**config.mk**
```make
export PLATFORM = sky130hd
export DESIGN_NAME = pipe_hazard_ctrl
export DESIGN_NICKNAME = d
export VERILOG_FILES = /design/src/rtl/pipe_hazard_ctrl.sv
export SDC_FILE = /design/constraint.sdc
export NUM_CORES = 1
export LEC_CHECK = 0
export ABC_AREA = 0
export CAP_MARGIN = 20
export CORE_MARGIN = 1.5
export CORE_UTILIZATION = 44
export DETAILED_ROUTE_END_ITERATION = 8
export DONT_BUFFER_PORTS = 1
export SLEW_MARGIN = 10
export SYNTH_ARGS = -nofsm -noshare
export SYNTH_HDL_FRONTEND = slang
export SYNTH_SLANG_ARGS = --single-unit
```
**constraint.sdc**
```tcl
create_clock -name clk -period 3.7 [get_ports clk]
set_clock_uncertainty 0.2 [all_clocks]
set_input_delay 0.185 -clock clk [delete_from_list [all_inputs] [get_ports clk]]
set_output_delay 0.185 -clock clk [all_outputs]
set_load 0.05 [all_outputs]
```
**src/rtl/pipe_hazard_ctrl.sv**
```systemverilog
// Stall/flush controller for the five-stage pipeline: load-use, branch, memory wait, overflow.
// Optional PIPE_CTRL_PERF_EN adds the Stall_cycles / Flush_events performance counters.
module pipe_hazard_ctrl #(
  parameter int unsigned MEM_TIMEOUT = 15
) (
  input  logic        clk,
  input  logic        Reset_n,
  input  logic [4:0]  ID_Rs,
  input  logic [4:0]  ID_Rt,
  input  logic        ID_uses_Rt,
  input  logic        EX_MemRead,
  input  logic [4:0]  EX_Rd,
  input  logic        EX_Branch_taken,
  input  logic        MEM_req,
  input  logic        MEM_ready,
  input  logic        MEM_Overflow,
  output logic        PC_en,
  output logic        IFID_en,
  output logic        IDEX_en,
  output logic        EXMEM_en,
  output logic        MEMWR_en,
  output logic        IFID_flush,
  output logic        IDEX_flush,
  output logic        EXMEM_flush,
  output logic        MEMWR_flush,
  output logic        Exc_take,
  output logic        Mem_timeout,
  output logic [1:0]  Ctrl_state,
  output logic [31:0] Stall_cycles,
  output logic [31:0] Flush_events
);

  typedef enum logic [1:0] {
    StRun      = 2'd0,
    StMemWait  = 2'd1,
    StExcDrain = 2'd2,
    StHalt     = 2'd3
  } state_e;

  state_e     state_q, state_d;
  logic [7:0] wait_cnt_q, wait_cnt_d;
  logic [8:0] wait_cnt_inc;
  logic       wait_expired;

  logic load_use, mem_wait, in_run;
  logic ev_ovf, ev_mem, ev_br, ev_lu;

  assign load_use = EX_MemRead && (EX_Rd != 5'd0) &&
                    ((EX_Rd == ID_Rs) || (ID_uses_Rt && (EX_Rd == ID_Rt)));
  assign mem_wait = MEM_req && !MEM_ready;
  assign in_run   = (state_q == StRun);

  // Priority: overflow > memory wait > branch > load-use; only the winner acts.
  assign ev_ovf = in_run && MEM_Overflow;
  assign ev_mem = in_run && !MEM_Overflow && mem_wait;
  assign ev_br  = in_run && !MEM_Overflow && !mem_wait && EX_Branch_taken;
  assign ev_lu  = in_run && !MEM_Overflow && !mem_wait && !EX_Branch_taken && load_use;

  assign wait_cnt_inc = {1'b0, wait_cnt_q} + 9'd1;
  assign wait_expired = (wait_cnt_inc == 9'(MEM_TIMEOUT));

  always_comb begin
    state_d    = state_q;
    wait_cnt_d = wait_cnt_q;
    unique case (state_q)
      StRun: begin
        if (ev_ovf) begin
          state_d = StExcDrain;
        end else if (ev_mem) begin
          state_d    = StMemWait;
          wait_cnt_d = 8'd0;
        end
      end
      StMemWait: begin
        if (MEM_ready) begin
          state_d    = StRun;
          wait_cnt_d = 8'd0;
        end else begin
          wait_cnt_d = wait_cnt_inc[7:0];
          if (wait_expired) state_d = StHalt;
        end
      end
      StExcDrain: state_d = StRun;
      StHalt:     state_d = StHalt;
      default:    state_d = StRun;
    endcase
  end

  // State moves on the falling edge, together with the pipeline registers it steers.
  always_ff @(negedge clk or negedge Reset_n) begin
    if (!Reset_n) begin
      state_q    <= StRun;
      wait_cnt_q <= 8'd0;
    end else begin
      state_q    <= state_d;
      wait_cnt_q <= wait_cnt_d;
    end
  end

  always_comb begin
    PC_en       = 1'b1;
    IFID_en     = 1'b1;
    IDEX_en     = 1'b1;
    EXMEM_en    = 1'b1;
    MEMWR_en    = 1'b1;
    IFID_flush  = 1'b0;
    IDEX_flush  = 1'b0;
    EXMEM_flush = 1'b0;
    MEMWR_flush = 1'b0;
    Exc_take    = 1'b0;
    if (!Reset_n) begin
      PC_en       = 1'b0;
      IFID_en     = 1'b0;
      IDEX_en     = 1'b0;
      EXMEM_en    = 1'b0;
      MEMWR_en    = 1'b0;
      IFID_flush  = 1'b1;
      IDEX_flush  = 1'b1;
      EXMEM_flush = 1'b1;
      MEMWR_flush = 1'b1;
    end else begin
      unique case (state_q)
        StRun: begin
          if (ev_ovf) begin
            IFID_flush  = 1'b1;
            IDEX_flush  = 1'b1;
            EXMEM_flush = 1'b1;
            MEMWR_flush = 1'b1;
            Exc_take    = 1'b1;
          end else if (ev_mem) begin
            PC_en       = 1'b0;
            IFID_en     = 1'b0;
            IDEX_en     = 1'b0;
            EXMEM_en    = 1'b0;
            MEMWR_flush = 1'b1;
          end else if (ev_br) begin
            IFID_flush = 1'b1;
            IDEX_flush = 1'b1;
          end else if (ev_lu) begin
            PC_en      = 1'b0;
            IFID_en    = 1'b0;
            IDEX_flush = 1'b1;
          end
        end
        StMemWait: begin
          // Ready cycle falls through to plain RUN outputs so MEM/WB captures the data.
          if (!MEM_ready) begin
            PC_en       = 1'b0;
            IFID_en     = 1'b0;
            IDEX_en     = 1'b0;
            EXMEM_en    = 1'b0;
            MEMWR_flush = 1'b1;
          end
        end
        StExcDrain: begin
          IFID_flush = 1'b1;
          IDEX_flush = 1'b1;
        end
        StHalt: begin
          PC_en       = 1'b0;
          IFID_en     = 1'b0;
          IDEX_en     = 1'b0;
          EXMEM_en    = 1'b0;
          MEMWR_en    = 1'b0;
          IFID_flush  = 1'b1;
          IDEX_flush  = 1'b1;
          EXMEM_flush = 1'b1;
          MEMWR_flush = 1'b1;
        end
        default: ;
      endcase
    end
  end

  // HALT is only left through reset, so the state itself is the sticky flag.
  assign Mem_timeout = (state_q == StHalt);
  assign Ctrl_state  = state_q;

`ifdef PIPE_CTRL_PERF_EN
  logic [31:0] stall_cnt_q, flush_cnt_q;

  always_ff @(negedge clk or negedge Reset_n) begin
    if (!Reset_n) begin
      stall_cnt_q <= 32'd0;
      flush_cnt_q <= 32'd0;
    end else begin
      if (!PC_en && (state_q != StHalt)) stall_cnt_q <= stall_cnt_q + 32'd1;
      if (ev_br || ev_ovf)               flush_cnt_q <= flush_cnt_q + 32'd1;
    end
  end

  assign Stall_cycles = stall_cnt_q;
  assign Flush_events = flush_cnt_q;
`else
  assign Stall_cycles = 32'd0;
  assign Flush_events = 32'd0;
`endif

endmodule

```
# Word level (Yosys, flattened, before mapping)
# Index checks and enable logic that the tools add are counted.
# W data, S select, Z words.
[op_classes]
n_addsub = 1
n_eq_ne = 10
mux = 43
n_reduce_logical = 22
[op_table]
columns = ["op", "n"]
rows = [
  ["$mux W1", 28],
  ["$mux W8", 3],
  ["$pmux W8 S2", 1],
  ["$logic_and A1 B1 Y1", 11],
  ["$eq A5 B5 Y1", 2],
  ["$add A8 B1 Y9 const B", 1],
  ["$eq A9 B4 Y1 const B", 1],
  ["$pmux W1 S3", 3],
  ["$mux W2", 4],
  ["$pmux W2 S4", 1],
  ["$pmux W1 S2", 3],
  ["$reduce_bool A5 Y1", 1],
  ["$eq A2 B2 Y1 const B", 2],
  ["$logic_not A1 Y1", 4],
  ["$ne A3 B1 Y1 const B", 1],
  ["$ne A3 B3 Y1 const B", 1],
  ["$reduce_and A3 Y1", 1],
  ["$eq A2 B1 Y1 const B", 1],
  ["$logic_not A2 Y1", 1],
  ["$ne A2 B1 Y1 const B", 1],
  ["$ne A2 B2 Y1 const B", 1],
  ["$reduce_and A2 Y1", 1],
  ["$reduce_bool A2 Y1", 1],
  ["$reduce_or A2 Y1", 1],
  ["$logic_or A1 B1 Y1", 1],
]
[totals]
ff_bits = 10
in_bits = 23
out_inout_bits = 77
word_cells = 78

# Longest topological paths before layout
[depth]
word_depth = 12
mapped_depth = 8
depth_no_buf = 7

==> results.cfg <==
[sta]
final_hold_viol_count = 0
rsz0062_at_grt = yes
max_slew.worst_pin.slew_ns = 0.649
fin_ws_ns = -0.285
hold_slack_ns = 0.295
setup_violations = 9
setup_tns_ns = -1.58
maxSlewHeadroom = 0.555
maxSlewViolCount = 0

[critical_path]
worst-path-buf-inv = 2
cp-start-kind = flip-flop
cp_top_family = compound AO/OA/AOI/OAI gates
crit_path_end_kind = output port
path_cells = inv_2, ha_4, inv_4, nor3_4, o2111ai_4, a31o_4
max_stage_delay_ns = 0.38
cp_data_arrival_time_ns = 3.60
critPathSlowestCell = a31o_4
crit_fanout = 3
r2r.worst_path.cells = 6
rr_endpoint = Ctrl_state[0]
crit_type = reg2out
r2r_slack_ns = 1.46
reg2reg_from = wait_cnt_q[0]
cp.depth = 6
worstPathRequired_ns = 3.31

[synth]
synth_top_family_by_area = buffers and inverters
yosysUniqueCellTypes = 35
async_flop_share = 1.00
avgSynthCellArea_sq_um = 7.98
synth_ff_type = dfrtn_1
synth_area_sq_mm = 0.00144
yosys.area_share.simple = 0.134
synth_enable_flop_cells = 0
synth-compound-area-share = 0.150
ys_ff_latch = 10
syn_inst = 181
synth_xor_area_frac = 0.0789
seq_area_frac_synth = 0.173
synthMuxAreaShare = 0.0277
synth_adder_area_share = 0.0693
ys_warn_count = 0

[placement]
gp_congestion = 0.806
port_buffers = 0
pre_cts_ws_ns = -0.0276
hpwlAfterDp_um = 2170

[clock_tree]
cts_buffer_depth = 2
clk_pin_slew_ns = 0.05
htreeDepth = 1
clk_latency_ns = 0.27
cts_tree = built
cts.sinks = 10
cts_made_buffers = 3
ctsHoldBuffers = 0
root_buffer = clkbuf_4

[min_path]
hold_path_depth = 1
min_to = wait_cnt_q[0]
holdCritPathClass = reg2reg
hold_start = wait_cnt_q[0]

[drt]
totalWireLength_um = 2870
drt_iter0_drc = 17
drtPass1Iterations = 4
via_per_inst = 4.41
vias = 1093
drt-wirelength-per-cell_um = 11.6
route.detailed.drc = 0
ant_nets = 0

[floorplan]
die_area_sq_mm = 0.00363
start_util = 0.469
die_w_um = 60.3
fp.dieH_um = 60.3
core_sq_mm = 0.00308
pin_count = 100
fp-row-count = 20

[global_routing]
grt_pass1_wl_um = 3930
antenna_found_initial = 0
overflow = 0
grt_max_degree = 17
track_usage = 0.142
first_global_vias = 893

[run_status]
violations = setup timing
outcome = finished with violations

[finish]
layout_commonest_cell = conb_1
seqCellArea_sq_um = 250
layout_common_cells = 64 x conb_1, 16 x buf_4, 12 x xnor2_1, 12 x o21ai_0, 10 x dfrtn_1
multi_input_area_sq_mm = 0.00106
nets = 236
syn_to_final_growth_pct = 14.9
diodes = 0
layout-drive-gt1-share = 0.255
final.fill_count = 290

[pwr]
ir_drop_uv = 371
p_total_mw = 1.35
p_per_area_mw_per_mm2 = 812
p_leak_nw = 0.754

[run]
cap_violations = 0
-- worst max path at each step --
stage | from | endpoint | slack (ns)
final | Ctrl_state[1] | PC_en | -0.29
after global routing | Ctrl_state[1] | IDEX_flush | -0.39
after CTS | Ctrl_state[0] | PC_en | -0.29
after detailed placement | Ctrl_state[0] | PC_en | -0.03
after global placement | Ctrl_state[0] | PC_en | 0.009
after floorplan | Ctrl_state[1] | IDEX_flush | -0.53
-- logic make-up (layout without fill, tap and decap cells) --
| group | after synthesis | in the layout |
|---|---|---|
| flip-flops | 10 | 10 |
| multiplexers | 3 | 3 |
| other | 1 | 64 |
| AND/OR/NAND/NOR | 37 | 37 |
| XOR/XNOR | 13 | 13 |
| AO/OA/AOI/OAI | 36 | 36 |
| buffers and inverters | 73 | 33 |
| adder cells (fa/ha/maj) | 8 | 8 |
-- power by group --
| group | internal, mW | switching (mW) | total (mW) |
|---|---|---|---|
| Clock | 0.0597 | 0.0401 | 0.0998 |
| Combinational | 0.409 | 0.680 | 1.09 |
| Sequential | 0.134 | 0.0233 | 0.158 |
| Total | 0.603 | 0.744 | 1.35 |
-- cell type report --
class,count,area share
repair buffers,24,0.140
well taps,44,0.0332
clock buffers,4,0.0219
inverters,5,0.0128
flip-flops and latches,10,0.151
multi-input cells,161,0.642
-- flip-flops by register name, indices dropped and copies added, names as in the netlist --
signal,flops
Ctrl_state,2
wait_cnt_q,8
-- cells in the mapped netlist, types with 2 or more instances --
cell,count,area [sq um]
o211ai_1,2,15.0
ha_1,8,100
dfrtn_1,10,250
o31ai_1,2,15.0
xnor2_1,12,105
o21ai_0,16,80.1
nor3_1,2,10.0
nand3_1,5,25.0
nand2_1,9,33.8
mux2_4,2,30.0
buf_4,67,503
nand2b_1,2,12.5
a21oi_1,7,35.0
inv_1,5,18.8
o21bai_1,2,15.0
nor2b_1,5,31.3
nor2_1,7,26.3
-- through the flow --
step                 util  instance area, sq um  std cells
floorplan               -                  1800        244
global placement    0.481                  1480        236
detailed placement  0.481                  1480        236
CTS                 0.520                  1600        245
global route        0.539                  1660        248
finish              0.539                  1660        248
-- metal layers --
layer | vias up | global-route usage | routed length, um
met5 | - | 0 | 0
met4 | 0 | 0.0444 | 17
met3 | 4 | 0.0238 | 228
met2 | 55 | 0.255 | 1460
met1 | 507 | 0.171 | 1160
li1 | 527 | - | -
-- what timing repair did --
item                                    CTS  global route
endpoints found under the setup margin    9            10
resized for setup                        10             7
cloned                                    0             0
pin swaps                                10             7
buffers inserted                          6             3
Note: power is estimated with default switching activity, not from simulation.
